<file path="src/rtl/rv32i_pkg.sv">
// rv32i_pkg -- shared encodings for the RV32I pipeline control blocks.
//   wbsel_e    : write-back source select carried in the ID/EX register
//   fwd_e      : operand forwarding select driven into the EX operand muxes
//   hz_state_e : hazard-controller state, exported on state_o
//   reg_match  : true when a consumer reads a real (non-x0) producer register
package rv32i_pkg;

  localparam int REG_W = 5;

  typedef enum logic [1:0] {
    WB_ALU  = 2'b00,
    WB_LOAD = 2'b01,
    WB_PC4  = 2'b10
  } wbsel_e;

  typedef enum logic [1:0] {
    FWD_NONE = 2'b00,
    FWD_WB   = 2'b01,
    FWD_MEM  = 2'b10
  } fwd_e;

  typedef enum logic [1:0] {
    ST_RUN      = 2'd0,
    ST_LU_STALL = 2'd1,
    ST_MEM_WAIT = 2'd2,
    ST_FLUSH    = 2'd3
  } hz_state_e;

  // x0 is hard-wired to zero, so it never creates a dependency.
  function automatic logic reg_match(input logic [REG_W-1:0] a,
                                     input logic [REG_W-1:0] b);
    return (a != '0) && (a == b);
  endfunction

endpackage

</file>
<file path="src/rtl/hazard_ctrl_fwd_unit.sv">
// fwd_unit -- forwarding select for one EX operand.
// Only built when HAZARD_FORWARD_EN is defined; the non-forwarding build
// ties the selects to FWD_NONE and has no use for this module.
// Ports:
//   src        : source register read by the EX operand
//   dest_MEM   : destination in EX/MEM, regwen_MEM its write enable
//   dest_WB    : destination in MEM/WB, regwen_WB its write enable
//   sel        : FWD_MEM (10), FWD_WB (01) or FWD_NONE (00)
`ifdef HAZARD_FORWARD_EN
module fwd_unit
  import rv32i_pkg::*;
(
  input  logic [REG_W-1:0] src,
  input  logic [REG_W-1:0] dest_MEM,
  input  logic             regwen_MEM,
  input  logic [REG_W-1:0] dest_WB,
  input  logic             regwen_WB,
  output logic [1:0]       sel
);

  // The younger result in MEM wins over the older one in WB.
  always_comb begin
    sel = FWD_NONE;
    if (regwen_MEM && reg_match(dest_MEM, src)) begin
      sel = FWD_MEM;
    end else if (regwen_WB && reg_match(dest_WB, src)) begin
      sel = FWD_WB;
    end
  end

endmodule
`endif

</file>
<file path="src/rtl/hazard_ctrl.sv">
// hazard_ctrl -- pipeline hazard detection, stall/flush control and
// operand forwarding for a 5-stage RV32I core.
// Build option: HAZARD_FORWARD_EN enables EX operand forwarding; without it
// any pending EX/MEM write to a register read in ID stalls the pipeline.
// Ports:
//   clk, rst                 : clock, asynchronous active-low reset
//   src1_ID, src2_ID         : sources of the instruction in ID
//   src1_EX, src2_EX, dest_EX, regwen_EX, PCsel_EX, WBsel_EX : ID/EX contents
//   dest_MEM, regwen_MEM     : EX/MEM contents
//   dest_WB, regwen_WB       : MEM/WB contents
//   dmem_ready               : data memory finished its access this cycle
//   stall_IF/ID/EX, flush_ID, clear_EX : combinational pipeline controls
//   fwdA_EX, fwdB_EX         : EX operand forwarding selects
//   state_o                  : registered hazard class of the previous cycle
//   stall_cycles, flush_count: wrapping event counters
module hazard_ctrl
  import rv32i_pkg::*;
(
  input  logic             clk,
  input  logic             rst,
  input  logic [REG_W-1:0] src1_ID,
  input  logic [REG_W-1:0] src2_ID,
  input  logic [REG_W-1:0] src1_EX,
  input  logic [REG_W-1:0] src2_EX,
  input  logic [REG_W-1:0] dest_EX,
  input  logic             regwen_EX,
  input  logic             PCsel_EX,
  input  logic [1:0]       WBsel_EX,
  input  logic [REG_W-1:0] dest_MEM,
  input  logic             regwen_MEM,
  input  logic [REG_W-1:0] dest_WB,
  input  logic             regwen_WB,
  input  logic             dmem_ready,
  output logic             stall_IF,
  output logic             stall_ID,
  output logic             stall_EX,
  output logic             flush_ID,
  output logic             clear_EX,
  output logic [1:0]       fwdA_EX,
  output logic [1:0]       fwdB_EX,
  output logic [1:0]       state_o,
  output logic [31:0]      stall_cycles,
  output logic [31:0]      flush_count
);

  logic      mem_wait;
  logic      br_flush;
  logic      raw_hz;
  hz_state_e state;
  hz_state_e state_nxt;

  assign mem_wait = ~dmem_ready;
  // PCsel_EX stays asserted while memory stalls EX, so the flush is simply
  // taken in the first cycle memory is ready.
  assign br_flush = dmem_ready & PCsel_EX;

`ifdef HAZARD_FORWARD_EN
  logic load_EX;

  // Everything except a load result can be forwarded in time, so only a
  // load in EX feeding the instruction in ID costs a bubble.
  assign load_EX = regwen_EX & (WBsel_EX == WB_LOAD);
  assign raw_hz  = load_EX & (reg_match(dest_EX, src1_ID) |
                              reg_match(dest_EX, src2_ID));

  fwd_unit u_fwd_a (
    .src        (src1_EX),
    .dest_MEM   (dest_MEM),
    .regwen_MEM (regwen_MEM),
    .dest_WB    (dest_WB),
    .regwen_WB  (regwen_WB),
    .sel        (fwdA_EX)
  );

  fwd_unit u_fwd_b (
    .src        (src2_EX),
    .dest_MEM   (dest_MEM),
    .regwen_MEM (regwen_MEM),
    .dest_WB    (dest_WB),
    .regwen_WB  (regwen_WB),
    .sel        (fwdB_EX)
  );
`else
  logic unused_fwd_inputs;

  // The register file writes through, so a WB-stage producer is already
  // visible to ID; only EX and MEM producers have to be waited out.
  assign raw_hz = (regwen_EX  & (reg_match(dest_EX,  src1_ID) |
                                 reg_match(dest_EX,  src2_ID))) |
                  (regwen_MEM & (reg_match(dest_MEM, src1_ID) |
                                 reg_match(dest_MEM, src2_ID)));

  assign fwdA_EX = FWD_NONE;
  assign fwdB_EX = FWD_NONE;

  assign unused_fwd_inputs = ^{src1_EX, src2_EX, dest_WB, regwen_WB, WBsel_EX};
`endif

  // Priority: memory wait > branch flush > load-use stall.
  always_comb begin
    stall_IF  = 1'b0;
    stall_ID  = 1'b0;
    stall_EX  = 1'b0;
    flush_ID  = 1'b0;
    clear_EX  = 1'b0;
    state_nxt = ST_RUN;
    if (mem_wait) begin
      stall_IF  = 1'b1;
      stall_ID  = 1'b1;
      stall_EX  = 1'b1;
      state_nxt = ST_MEM_WAIT;
    end else if (br_flush) begin
      flush_ID  = 1'b1;
      clear_EX  = 1'b1;
      state_nxt = ST_FLUSH;
    end else if (raw_hz) begin
      stall_IF  = 1'b1;
      stall_ID  = 1'b1;
      clear_EX  = 1'b1;
      state_nxt = ST_LU_STALL;
    end
  end

  always_ff @(posedge clk or negedge rst) begin
    if (!rst) begin
      state <= ST_RUN;
    end else begin
      state <= state_nxt;
    end
  end

  assign state_o = state;

  // Counters wrap naturally at 2^32.
  always_ff @(posedge clk or negedge rst) begin
    if (!rst) begin
      stall_cycles <= '0;
      flush_count  <= '0;
    end else begin
      if (stall_IF) begin
        stall_cycles <= stall_cycles + 32'd1;
      end
      if (flush_ID) begin
        flush_count <= flush_count + 32'd1;
      end
    end
  end

endmodule
</file>
<file path="config.mk">
export PLATFORM = sky130hd
export DESIGN_NAME = hazard_ctrl
export DESIGN_NICKNAME = d
export VERILOG_FILES = /design/src/rtl/rv32i_pkg.sv /design/src/rtl/hazard_ctrl_fwd_unit.sv /design/src/rtl/hazard_ctrl.sv
export SDC_FILE = /design/constraint.sdc
export NUM_CORES = 1
export LEC_CHECK = 0
export BUFFER_PORTS_ARGS = -buffer_cell sky130_fd_sc_hd__buf_4
export CAP_MARGIN = 5
export CELL_PAD_IN_SITES_DETAIL_PLACEMENT = 0
export CELL_PAD_IN_SITES_GLOBAL_PLACEMENT = 1
export CORE_MARGIN = 2
export CORE_UTILIZATION = 40
export CTS_CLUSTER_DIAMETER = 200
export DETAILED_ROUTE_END_ITERATION = 16
export HOLD_SLACK_MARGIN = 0.1
export MAX_ROUTING_LAYER = met4
export PLACE_DENSITY = 0.83
export SLEW_MARGIN = 40
export SYNTH_ARGS = -nofsm -noshare
export SYNTH_HDL_FRONTEND = slang
export SYNTH_SLANG_ARGS = --single-unit
</file>
<file path="constraint.sdc">
create_clock -name clk -period 4.9 [get_ports clk]
set_input_delay 0.98 -clock clk [delete_from_list [all_inputs] [get_ports clk]]
set_output_delay 0.98 -clock clk [all_outputs]
set_load 0.05 [all_outputs]
</file>
Yosys cells after proc, flatten, opt, wreduce, memory -nomap -nowiden
Cells that the tools add are included.
W data, S select, Z words.
{"block": "op_classes", "mux": 11, "n_eq_ne": 4, "n_reduce_logical": 6, "bitwise_logic": 6, "add_sub_neg": 2}
{"op": "$add A32 B1 Y32 const B", "count": 2}
{"op": "$eq A5 B5 Y1", "count": 4}
{"op": "$reduce_bool A5 Y1", "count": 2}
{"op": "$mux W1", "count": 9}
{"op": "$logic_and A1 B1 Y1", "count": 4}
{"op": "$mux W2", "count": 2}
{"op": "$and A1 B1 Y1", "count": 3}
{"op": "$or A1 B1 Y1", "count": 3}
{"block": "word_totals", "output_inout_bits": 75, "input_bits": 44, "elab_cells": 32, "register_bits": 66}

Depth between registers and ports, before layout
{"block": "logic_depth", "depth_word": 8, "ltp_mapped": 8, "depth_no_buf": 7}

Worst setup path before layout
Ideal clock, no wire load.
{"block": "synth_path", "path_type": "input -> output", "start": "in dest_MEM[1]", "end": "out stall_IF", "path_stages": 7, "arrival_ps": 2786, "n_path_buf": 2, "t_required_ps": 3920, "slack_ps": 1134, "cell_sequence": "or4_1 > o21ai_0 > o22ai_1 > a21oi_1 > buf_2 > inv_1 > buf_4"}
{"block": "synth_between", "elab_chain_len": 8, "word_cells_on_any_way": 11, "classes_between": "eq/ne: 2; mux: 3; bitwise: 3; reduce/logical: 3"}
{"element": "start: declaration", "line_no": "hazard_ctrl.sv:29", "text": "input logic [REG_W-1:0] dest_MEM,"}
{"element": "$eq A5 B5 Y1 or $reduce_bool A5 Y1 (tied branches)", "line_no": "rv32i_pkg.sv:32", "text": "return (a != '0) && (a == b);"}
{"element": "$logic_and A1 B1 Y1", "line_no": "rv32i_pkg.sv:32"}
{"element": "$or A1 B1 Y1 (*)", "line_no": "hazard_ctrl.sv:90", "text": "(regwen_MEM & (reg_match(dest_MEM, src1_ID) |"}
{"element": "$and A1 B1 Y1 (*)", "line_no": "hazard_ctrl.sv:90"}
{"element": "$or A1 B1 Y1 (*)", "line_no": "hazard_ctrl.sv:89", "text": "reg_match(dest_EX, src2_ID))) |"}
{"element": "$mux W1 (*) (3 in series)"}
{"element": "end: declaration", "line_no": "hazard_ctrl.sv:34", "text": "output logic stall_IF,"}
Every way passes the cells marked *; elsewhere a longest branch is shown, timed or not.

Worst setup path in the final report
{"block": "layout_path", "start": "in dest_EX[1]", "end": "out stall_IF"}
{"block": "layout_between", "elab_chain_len": 8, "word_cells_on_any_way": 11, "classes_between": "eq/ne: 2; mux: 3; bitwise: 3; reduce/logical: 3"}
{"element": "start: declaration", "line_no": "hazard_ctrl.sv:25", "text": "input logic [REG_W-1:0] dest_EX,"}
{"element": "$eq A5 B5 Y1 or $reduce_bool A5 Y1 (tied branches)", "line_no": "rv32i_pkg.sv:32"}
{"element": "$logic_and A1 B1 Y1", "line_no": "rv32i_pkg.sv:32"}
{"element": "$or A1 B1 Y1 (*)", "line_no": "hazard_ctrl.sv:88", "text": "assign raw_hz = (regwen_EX & (reg_match(dest_EX, src1_ID) |"}
{"element": "$and A1 B1 Y1 (*)", "line_no": "hazard_ctrl.sv:88"}
{"element": "$or A1 B1 Y1 (*)", "line_no": "hazard_ctrl.sv:89"}
{"element": "$mux W1 (*)", "line_no": "hazard_ctrl.sv:116", "text": "end else if (raw_hz) begin"}
{"element": "$mux W1 (*)", "line_no": "hazard_ctrl.sv:112", "text": "end else if (br_flush) begin"}
{"element": "$mux W1 (*)", "line_no": "hazard_ctrl.sv:107", "text": "if (mem_wait) begin"}
Marked as above.

==> impl_metrics.csv <==
group,metric,value,unit
floorplanning,floorplan.initialDensity,40.83,%
global_routing,grt_pass1_vias,2392,
pwr,total_power,1.749,mW
timing,max_freq,294.6,MHz
cells_and_area,final_cells,514,
synth,synth-xor-area-share,21.73,%
timing,fin_ws,1.506,ns
timing,final.setup.tns,0,ns
global_routing,grt_util_all_layers,17.33,%
timing,hold_viol_final,0,
pwr,ir_drop,0.1827,mV
synth,synth_top_area_share,49.98,%
clock_network,root_buffer,"clkbuf_8",
synth,synth_mux_area_share,0.6816,%
clock_network,ctsHoldBuffers,0,
worst_setup_path,critPathRequiredTime,3.92,ns
timing,rsz0062_at_grt,"false",
worst_setup_path,critPathMaxFanout,3,
timing,fin_skew,0.009946,ns
clock_network,cts_buffer_depth,2,
floorplanning,std_cell_rows,33,
worst_setup_path,arrival,2.41,ns
detailed_routing,antenna_left,0,
global_routing,antenna_found_initial,0,
detailed_routing,viasPerCell,4.912,
synth,synth_top_family_by_area,"simple AND/OR/NAND/NOR gates",
clock_network,cts_tree,"yes",
detailed_routing,firstDrtPassIters,4,
synth,postSynthCellCount,307,
place,port_buffers,96,
cells_and_area,layout_common_cells,"buf_4, dfrtp_1, xor2_1, xnor2_1, nand2_1",
detailed_routing,wire_per_inst,14.04,µm
floorplanning,dieArea,9004,µm²
synth,synth-compound-area-share,1.098,%
place,dp.cells,498,
worst_setup_path,start_kind,"input pin",
min_path,worstHoldPathType,"reg2reg",
global_routing,grt_pass1_wl,11690,µm
job,maxCapViolCount,0,
outcome,outcome,"complete, no violations",
timing,whs,0.4714,ns
place,hpwl,5146,µm
place,dp_slack,1.490,ns
synth,synth_area_leaders,"dfrtp_1, xor2_1, xnor2_1, nand2_1, nand3_1",
clock_network,clkLatencyLatePin,0.34,ns
worst_setup_path,worstSetupEndpointType,"primary output",
floorplanning,core,8093,µm²
timing,slew_headroom,52.37,%
floorplanning,fp.dieW,94.89,µm
cells_and_area,postLayoutCellArea,4295,µm²
synth,ys_seq_area_share,49.98,%
place,gp_congestion,0.8441,
synth,avgSynthCellArea,10.76,µm²
timing,tightest_slew,0.7125,ns
place,placed_cell_area,4093,µm²
pwr,power_leakage,2.022,nW
clock_network,path_clk_slew,0.07,ns
detailed_routing,via_count,2525,
detailed_routing,drc,0,
worst_setup_path,worstSetupPathType,"in2out",
timing,post-route-period-util,69.27,%
synth,syn_area,3304,µm²
cells_and_area,utilization,53.08,%
synth,synth_fa_ha_area_share,0.7573,%
synth,ys_ff_latch,66,
synth,yosys.area_share.simple,21.89,%
pwr,power_density,407.2,nW/µm²
detailed_routing,wl,7216,µm
detailed_routing,drt_iter0_drc,109,
synth,synth_top_cell_by_area,"dfrtp_1",
global_routing,grt.overflow.total,0,
synth,synthDistinctLibCells,37,
cells_and_area,nets,450,
clock_network,ctsResizeCount,0,
clock_network,cts_setup_buffers,0,
floorplanning,num_io_pins,119,
timing,setup_viol,0,
timing,fin_crit,3.394,ns
global_routing,grt_max_degree,67,
cells_and_area,final_layout_size_suffix_gt1_share,31.05,%
floorplanning,die_height,94.89,µm
cells_and_area,area_delta_synth_final,29.99,%
cells_and_area,num_antenna_cells,0,
clock_network,htreeDepth,3,
synth,synth_warnings,0,
cells_and_area,mostFrequentLayoutCell,"buf_4",
clock_network,cts_made_buffers,9,
clock_network,cts_sinks,66,
timing,drv_slew,0,
==> layout make-up <==
type	count	area, µm²
multi-input combinational	221	1544
tap	105	131.4
timing repair buffer	97	732.0
inverter	9	33.78
clock inverter	6	65.06
sequential	66	1652
clock buffer	10	137.6
fill	758	3797
==> power by group <==
group          total [mW]  internal, mW  switching, mW
clock network       0.465         0.250          0.215
registers           0.706         0.613         0.0931
logic               0.578         0.176          0.402
total                1.75          1.04          0.711
==> registers in the layout, summed over array words and instances (netlist names) <==
| name | count |
|---|---|
| stall_cycles | 32 |
| flush_count | 32 |
| state_o | 2 |
==> cell families after synthesis <==
kind of cell    Yosys count
compound gates            6
other cells               1
buf+inv                  23
fa+ha+maj                 2
xor+xnor                 82
flops                    66
simple gates            125
mux                       2
==> cells in the mapped netlist (all sizes together) <==
cell type,count
dfrtp,66
xor2,53
xnor2,29
nand2,24
nand3,17
nor2,17
nor4,14
nor3,13
nand4,11
buf,10
and3,9
inv,9
clkbuf,4
nor4b,4
or3,4
and4,3
a22oi,2
and2,2
ha,2
mux2,2
nand2b,2
o21ai,2
or4,2
a21oi,1
conb,1
nor2b,1
nor3b,1
o22ai,1
or2,1
==> metal layers <==
layer	vias up	wire length, µm	track usage [%]
met3	10	337	3.990
met4	0	100	7.367
met1	1217	3320	21.68
met5	-	0	-
li1	1227	-	-
met2	71	3457	27.01
==> worst max-delay path, cell delays in order <==
cell,delay (ns)
buf_4,0.13
or4_1,0.50
o21ai_0,0.17
o22ai_1,0.13
a21oi_2,0.24
inv_1,0.08
buf_4,0.19
==> worst paths after layout <==
check,from,endpoint,slack (ns),depth (start not counted)
min in group asynchronous,rst,flush_count[16],0.62,1
max in group asynchronous,rst,stall_cycles[14],3.86,1
hold / removal,stall_cycles[31],stall_cycles[31],0.47,1
setup reg to reg,stall_cycles[3],stall_cycles[29],2.40,7
hold reg to reg,stall_cycles[31],stall_cycles[31],0.47,1
setup / recovery,dest_EX[1],stall_IF,1.51,7
No activity file was read; power rests on OpenSTA's default activity.
